===== src/rtl/uart_tx_arbiter.sv =====
// Round-robin scheduler sharing one UART byte transmitter among four requesters.
// Sequences one byte at a time with an optional post-byte gap and a stall watchdog.
module uart_tx_arbiter #(
  parameter logic [15:0] GAP_CYC      = 16'd0,
  parameter logic [23:0] TIMEOUT_CYC  = 24'd1_000_000,
  parameter logic [2:0]  BAUD_DEFAULT = 3'b000
) (
  input  logic        clk,
  input  logic        rst,
  input  logic [3:0]  req,
  input  logic [31:0] req_data,
  output logic [3:0]  grant,
  output logic [3:0]  done,
  output logic        busy,
  output logic        err,
  input  logic [2:0]  cfg_baud,
  input  logic        cfg_we,
  output logic [7:0]  data_byte,
  output logic        send_en,
  output logic [2:0]  baud_set,
  input  logic        tx_done,
  input  logic        uart_state
);

  typedef enum logic [1:0] {S_IDLE, S_WAIT_BUSY, S_WAIT_DONE, S_GAP} state_t;

  state_t      state_q, state_d;
  logic [1:0]  ptr_q, ptr_d;
  logic [1:0]  owner_q, owner_d;
  logic [7:0]  data_q, data_d;
  logic        send_q, send_d;
  logic [3:0]  grant_q, grant_d;
  logic [3:0]  done_q, done_d;
  logic        err_q, err_d;
  logic [2:0]  baud_q, baud_d;
  logic        pend_v_q, pend_v_d;
  logic [2:0]  pend_q, pend_d;
  logic [15:0] gap_q, gap_d;
  logic [23:0] wd_q, wd_d;

  logic [7:0]  req_byte [4];
  logic        win_found;
  logic [1:0]  win_idx;
  logic        launch;

  genvar gi;
  generate
    for (gi = 0; gi < 4; gi++) begin : g_slice
      assign req_byte[gi] = req_data[8*gi +: 8];
    end
  endgenerate

  // Search ptr, ptr+1, ... mod 4; first active request wins.
  always_comb begin
    win_found = 1'b0;
    win_idx   = ptr_q;
    for (int k = 0; k < 4; k++) begin
      if (!win_found && req[ptr_q + 2'(k)]) begin
        win_found = 1'b1;
        win_idx   = ptr_q + 2'(k);
      end
    end
  end

  always_comb begin
    state_d  = state_q;
    ptr_d    = ptr_q;
    owner_d  = owner_q;
    data_d   = data_q;
    send_d   = 1'b0;
    grant_d  = 4'b0000;
    done_d   = 4'b0000;
    err_d    = 1'b0;
    baud_d   = baud_q;
    pend_v_d = pend_v_q;
    pend_d   = pend_q;
    gap_d    = gap_q;
    wd_d     = wd_q;
    launch   = 1'b0;

    case (state_q)
      S_IDLE: begin
        if (win_found && !uart_state) begin
          launch  = 1'b1;
          data_d  = req_byte[win_idx];
          send_d  = 1'b1;
          grant_d = 4'b0001 << win_idx;
          owner_d = win_idx;
          ptr_d   = win_idx + 2'd1;
          wd_d    = 24'd0;
          state_d = S_WAIT_BUSY;
        end
      end
      S_WAIT_BUSY, S_WAIT_DONE: begin
        // tx_done takes priority over a watchdog expiry in the same cycle.
        if (tx_done) begin
          done_d = 4'b0001 << owner_q;
          if (GAP_CYC == 16'd0) begin
            state_d = S_IDLE;
          end else begin
            gap_d   = GAP_CYC - 16'd1;
            state_d = S_GAP;
          end
        end else if (wd_q == TIMEOUT_CYC - 24'd1) begin
          err_d   = 1'b1;
          state_d = S_IDLE;
        end else begin
          wd_d = wd_q + 24'd1;
          if (state_q == S_WAIT_BUSY && uart_state) begin
            state_d = S_WAIT_DONE;
          end
        end
      end
      S_GAP: begin
        if (gap_q == 16'd0) begin
          state_d = S_IDLE;
        end else begin
          gap_d = gap_q - 16'd1;
        end
      end
      default: state_d = S_IDLE;
    endcase

    // Baud writes land directly only in an IDLE cycle that issues no grant.
    if (cfg_we) begin
      if (state_q == S_IDLE && !launch) begin
        baud_d   = cfg_baud;
        pend_v_d = 1'b0;
      end else begin
        pend_d   = cfg_baud;
        pend_v_d = 1'b1;
      end
    end else if (state_q == S_IDLE && pend_v_q) begin
      baud_d   = pend_q;
      pend_v_d = 1'b0;
    end
  end

  always_ff @(posedge clk or posedge rst) begin
    if (rst) begin
      state_q  <= S_IDLE;
      ptr_q    <= 2'd0;
      owner_q  <= 2'd0;
      data_q   <= 8'd0;
      send_q   <= 1'b0;
      grant_q  <= 4'b0000;
      done_q   <= 4'b0000;
      err_q    <= 1'b0;
      baud_q   <= BAUD_DEFAULT;
      pend_v_q <= 1'b0;
      pend_q   <= 3'b000;
      gap_q    <= 16'd0;
      wd_q     <= 24'd0;
    end else begin
      state_q  <= state_d;
      ptr_q    <= ptr_d;
      owner_q  <= owner_d;
      data_q   <= data_d;
      send_q   <= send_d;
      grant_q  <= grant_d;
      done_q   <= done_d;
      err_q    <= err_d;
      baud_q   <= baud_d;
      pend_v_q <= pend_v_d;
      pend_q   <= pend_d;
      gap_q    <= gap_d;
      wd_q     <= wd_d;
    end
  end

  // The done cycle still counts as busy even though the FSM is already back in IDLE.
  assign busy      = (state_q != S_IDLE) | (|done_q);
  assign grant     = grant_q;
  assign done      = done_q;
  assign err       = err_q;
  assign data_byte = data_q;
  assign send_en   = send_q;
  assign baud_set  = baud_q;

endmodule


===== config.mk =====
export PLATFORM = sky130hd
export DESIGN_NAME = uart_tx_arbiter
export DESIGN_NICKNAME = d
export VERILOG_FILES = /design/src/rtl/uart_tx_arbiter.sv
export SDC_FILE = /design/constraint.sdc
export NUM_CORES = 1
export LEC_CHECK = 0
export ABC_AREA = 1
export CORE_MARGIN = 2
export CORE_UTILIZATION = 50
export CTS_BUF_LIST = sky130_fd_sc_hd__clkbuf_2 sky130_fd_sc_hd__clkbuf_4 sky130_fd_sc_hd__clkbuf_8
export DETAILED_ROUTE_END_ITERATION = 10
export HOLD_SLACK_MARGIN = 0.02
export PLACE_DENSITY_LB_ADDON = 0.12
export SLEW_MARGIN = 10
export SYNTH_ARGS = -nofsm -noshare
export SYNTH_HDL_FRONTEND = slang
export SYNTH_SLANG_ARGS = --single-unit

===== constraint.sdc =====
create_clock -name clk -period 2.4 [get_ports clk]
set_input_delay 0.36 -clock clk [delete_from_list [all_inputs] [get_ports clk]]
set_output_delay 0.36 -clock clk [all_outputs]
set_load 0.03 [all_outputs]

* Word level (Yosys, flattened, before mapping)
Cells that the tools add are included.
Widths: inputs -> output; s select.
** Word-level totals
- Bits in registers :: 71
- Bits of input ports :: 44
- Output and inout port bits :: 22
- Word-level logic and storage cells :: 108
** Operators by class
- Add/sub/neg operators :: 6
- Order comparisons :: 5
- Equality and inequality tests :: 10
- Shifts and indexed selects :: 2
- Multiplexer cells :: 43
- Bitwise logic cells :: 4
- Reductions and logical operators :: 25
** Operators by type and width (number)
- $mux 24 :: 3
- $pmux 24 s2 :: 1
- $add 24x1->24 const B :: 1
- $eq 24x20->1 const B :: 1
- $bmux 8 s2 :: 1
- $logic_not 16->1 :: 1
- $mux 1 :: 16
- $mux 2 :: 8
- $mux 4 :: 4
- $mux 8 :: 2
- $sub 16x1->16 const B :: 1
- $lt 2x3->1 const B :: 4
- $mux 3 :: 3
- $bmux 1 s2 :: 4
- $ne 2x2->1 const B :: 4
- $reduce_and 2->1 :: 4
- $shl 1x2->4 const A :: 2
- $logic_and 1x1->1 :: 7
- $pmux 2 s3 :: 1
- $reduce_bool 2->1 :: 3
- $logic_not 1->1 :: 5
- $add 2x1->2 const B :: 2
- $add 2x2->2 const B :: 2
- $eq 2x2->1 const B :: 2
- 12 further kinds :: 13

* Logic depth before layout (Yosys ltp)
- Depth after elaboration :: 19
- Depth in mapped cells :: 17
- Mapped depth without buffers :: 15

* Worst setup path after synthesis
OpenSTA, ideal clock, no wires.
- Path kind :: reg2reg
- Start :: reg wd_q[0]
- End :: reg wd_q[13]
- Setup time :: 126 ps
- Data arrival time :: 1700 ps
- Required time :: 2274 ps
- Path slack :: 574 ps
- Stages on the path, launching flop included :: 10
- Cell sequence :: dfrtp_1 > ha_1 > nand3_1 > nor4_1 > nand4_1 > nand3_1 > o21ai_1 > nand2_4 > buf_4 > o21ai_0
** Between the ends
- Longest elaborated chain between the ends :: 4
** Ends and longest elaborated chain
- from (decl) :: line 39 : logic [23:0] wd_q, wd_d;
- from (signal assigned) :: line 167 : wd_q <= wd_d;
- $add 24x1->24 :: line 108 : wd_d = wd_q + 24'd1;
- $mux 24 :: line 104 : end else if (wd_q == TIMEOUT_CYC - 24'd1) begin
- $mux 24 :: line 96 : if (tx_done) begin
- $pmux 24 s2 :: line 81 : case (state_q)
Several ways; a longest one is shown, not always the timed one. The select of a mux whose other input is x is not followed.
A chain may end at the register's enable or synchronous reset.

* Worst setup path after layout
- Start :: reg state_q[0]
- End :: out busy
** Between the ends
- Longest elaborated chain between the ends :: 2
** Ends and longest elaborated chain
- from (decl) :: line 27 : state_t state_q, state_d;
- from (signal assigned) :: line 155 : state_q <= state_d;
- $reduce_bool 2->1 :: line 172 : assign busy = (state_q != S_IDLE) | (|done_q);
- $or 1x1->1 :: line 172
- to (decl) :: line 14 : output logic busy,
Every way passes these cells.

==> flow_metrics.py <==
metrics = {
    "timing": {
        "tightest_slew_ns": 0.4589,
        "rsz0062_at_grt": "no",
        "fin_crit_ns": 2.231,
        "setup_viol": 0,
        "period_share_pct": 92.97,
        "max_freq_mhz": 448.2,
        "hold_viol": 0,
        "maxSlewViolCount": 0,
        "setup_tns_ns": 0,
        "maxSlewHeadroom_pct": 69.37,
        "skew_ns": 0.007834,
    },
    "yosys": {
        "synth_common_cells": "nand2_1 (231), dfrtp_1 (71), nand3_1 (70), nor2_1 (41), inv_1 (38)",
        "avgSynthCellArea_um2": 7.241,
        "synth_area_mm2": 0.004562,
        "synth_largest_area_cell": "dfrtp_1",
        "synthArstFlopShare_pct": 100.0,
        "yosysWarnings": 0,
        "synth_nets": 681,
        "synth.most_common_cell": "nand2_1",
        "synth_top_area_share_pct": 38.95,
        "synth_area_leaders": "dfrtp_1 (39%), nand2_1 (19%), nand3_1 (7.7%)",
        "synth_ff_type": "dfrtp_1",
        "ys_types": 34,
        "ys_ff_latch": 71,
        "synth_seq_area_share_pct": 38.95,
        "synthCells": 630,
        "synth_enable_flop_cells": 0,
    },
    "placed_design": {
        "routabilityCongestion": 0.8812,
        "port_buffers": 65,
        "dpl_cell_area_mm2": 0.005304,
        "hpwl_um": 7783,
        "post-place-cells": 793,
    },
    "routing": {
        "wl_per_cell_um": 12.80,
        "drc": 0,
        "drt_pass1_iterations": 7,
        "ant_nets": 0,
        "vias": 4259,
        "via_per_inst": 5.265,
        "routed_wl_um": 10350,
        "drtIter0Drc": 208,
    },
    "cells_and_area": {
        "drive_above_1_share_pct": 8.417,
        "final_cells": 809,
        "fin_nets": 747,
        "finalInstanceArea_mm2": 0.005550,
        "final_util_pct": 63.03,
        "diodes": 0,
        "area_growth_pct": 21.67,
    },
    "global_route": {
        "grt_max_degree": 55,
        "grt_usage_pct": 22.34,
        "grt_pass1_vias": 4043,
        "grt_antenna_before_repair": 0,
        "grt_pass1_wl_um": 18170,
        "grt_overflow": 0,
    },
    "setup_path": {
        "crit_path_max_fanout": 4,
        "worstSetupEndpointType": "primary output",
        "crit_type": "register to primary output",
        "reg2reg_depth": 12,
        "worstPathRequired_ns": 2.04,
        "cp-start-kind": "register",
        "cp.arrival_ns": 1.87,
    },
    "clock_network": {
        "cts_resized": 0,
        "clk_latency_ns": 0.34,
        "cts_sinks": 71,
        "post-cts-setup-buffer-count": 0,
        "cts_tree": "yes",
        "path_clk_slew_ns": 0.08,
        "cts_max_level": 3,
        "cts_made_buffers": 9,
        "cts_root_buf": "clkbuf_8",
        "cts.hold.buffers_added": 0,
        "cts_buffer_depth": 2,
    },
    "die": {
        "die_y_um": 99.52,
        "core_area_mm2": 0.008806,
        "io_pins": 66,
        "dieArea_mm2": 0.009904,
        "placementRows": 34,
        "chipWidth_um": 99.52,
        "start_util_pct": 51.80,
    },
    "hold_path": {
        "hp-class": "primary input to async pin",
    },
    "power_and_ir_drop": {
        "power.density_mw_per_mm2": 1084,
        "power_w": 0.006018,
        "ir_drop_uv": 837.9,
        "power_leakage_nw": 2.664,
    },
    "run_status": {
        "outcome": "complete, no violations",
    },
    "run": {
        "drv_cap": 0,
    },
}
[worst max-delay path: stages (launching register included)]
cell             delay (ns)
dfrtp_1                0.40
inv_1                  0.08
ha_1                   0.29
nand2_1                0.10
clkdlybuf4s50_1        0.66
[routing by layer]
layer  routed length [µm]  part of all wire [%]  global-route usage, %
met1                 5029                    49                  31.61
met5                    0                     0                      0
met3                  435                   4.2                  2.600
met4                  160                   1.5                  7.271
met2                 4728                    46                  35.97
[final timing paths]
kind	endpoint	slack (ns)	start
min in group clk	pend_q[1]$_DFFE_PP0P_	0.48	pend_q[1]$_DFFE_PP0P_
max in group asynchronous	wd_q[1]$_DFFE_PP0P_	1.46	rst
setup reg to reg	wd_q[18]$_DFFE_PP0P_	0.20	ptr_q[0]$_DFFE_PP0P_
hold / removal	err$_DFF_PP0_	0.33	rst
setup / recovery	busy	0.17	state_q[0]$_DFFE_PP0P_
hold reg to reg	pend_q[1]$_DFFE_PP0P_	0.48	pend_q[1]$_DFFE_PP0P_
[layout by cell type, fill, tap and decap left out, types with 9 or more instances in the layout]
master           instances
nand2_1                231
dfrtp_1                 71
nand3_1                 70
clkdlybuf4s50_1         65
nor2_1                  41
inv_1                   37
xor2_1                  30
o21ai_0                 20
o21ai_1                 16
nor3_1                  16
or2_2                   15
nand4_1                 14
clkbuf_8                10
nor4_1                   9
[sequential cells by signal, indices dropped and copies added, names as in the netlist]
register   count
owner_q        2
err            1
gap_q         16
ptr_q          2
pend_v_q       1
pend_q         3
data_byte      8
done           4
baud_set       3
grant          4
send_en        1
wd_q          24
state_q        2
[per-stage QoR]
| step | setup WS (ns) | hold slack (ns) |
|---|---|---|
| after floorplan | 0.2434 | 0.4305 |
| after global placement | 0.1704 | 0.4586 |
| after detailed placement | 0.1044 | 0.4674 |
| after CTS | 0.1529 | 0.3321 |
| after global routing | 0.003717 | 0.3555 |
| final | 0.1687 | 0.3290 |
[logic make-up after synthesis]
family                     count (synthesis)  synth area share (%)
adders and majority gates                  7                 1.920
DFF                                       71                 38.95
and+or+nand+nor                          413                 40.35
xor gates and xnor gates                  36                 6.912
muxes                                      3                0.6583
buffers and inverters                     59                 6.253
AOI/OAI and AO/OA                         41                 4.964
[cell type report]
class,count,area [µm²]
clock buffers,12,152.6
clock inverters,4,77.57
fillers,798,3256
inverters,41,158.9
multi-input cells,500,2514
flip-flops and latches,71,1777
well taps,108,135.1
repair buffers,73,735.7
[power by group]
group	switching, W	leakage, nW	internal, W
Clock	0.000456	0.118	0.000643
Combinational	0.00215	1.59	0.00111
Sequential	0.000219	0.953	0.00144
(Power assumes the default switching activity.)
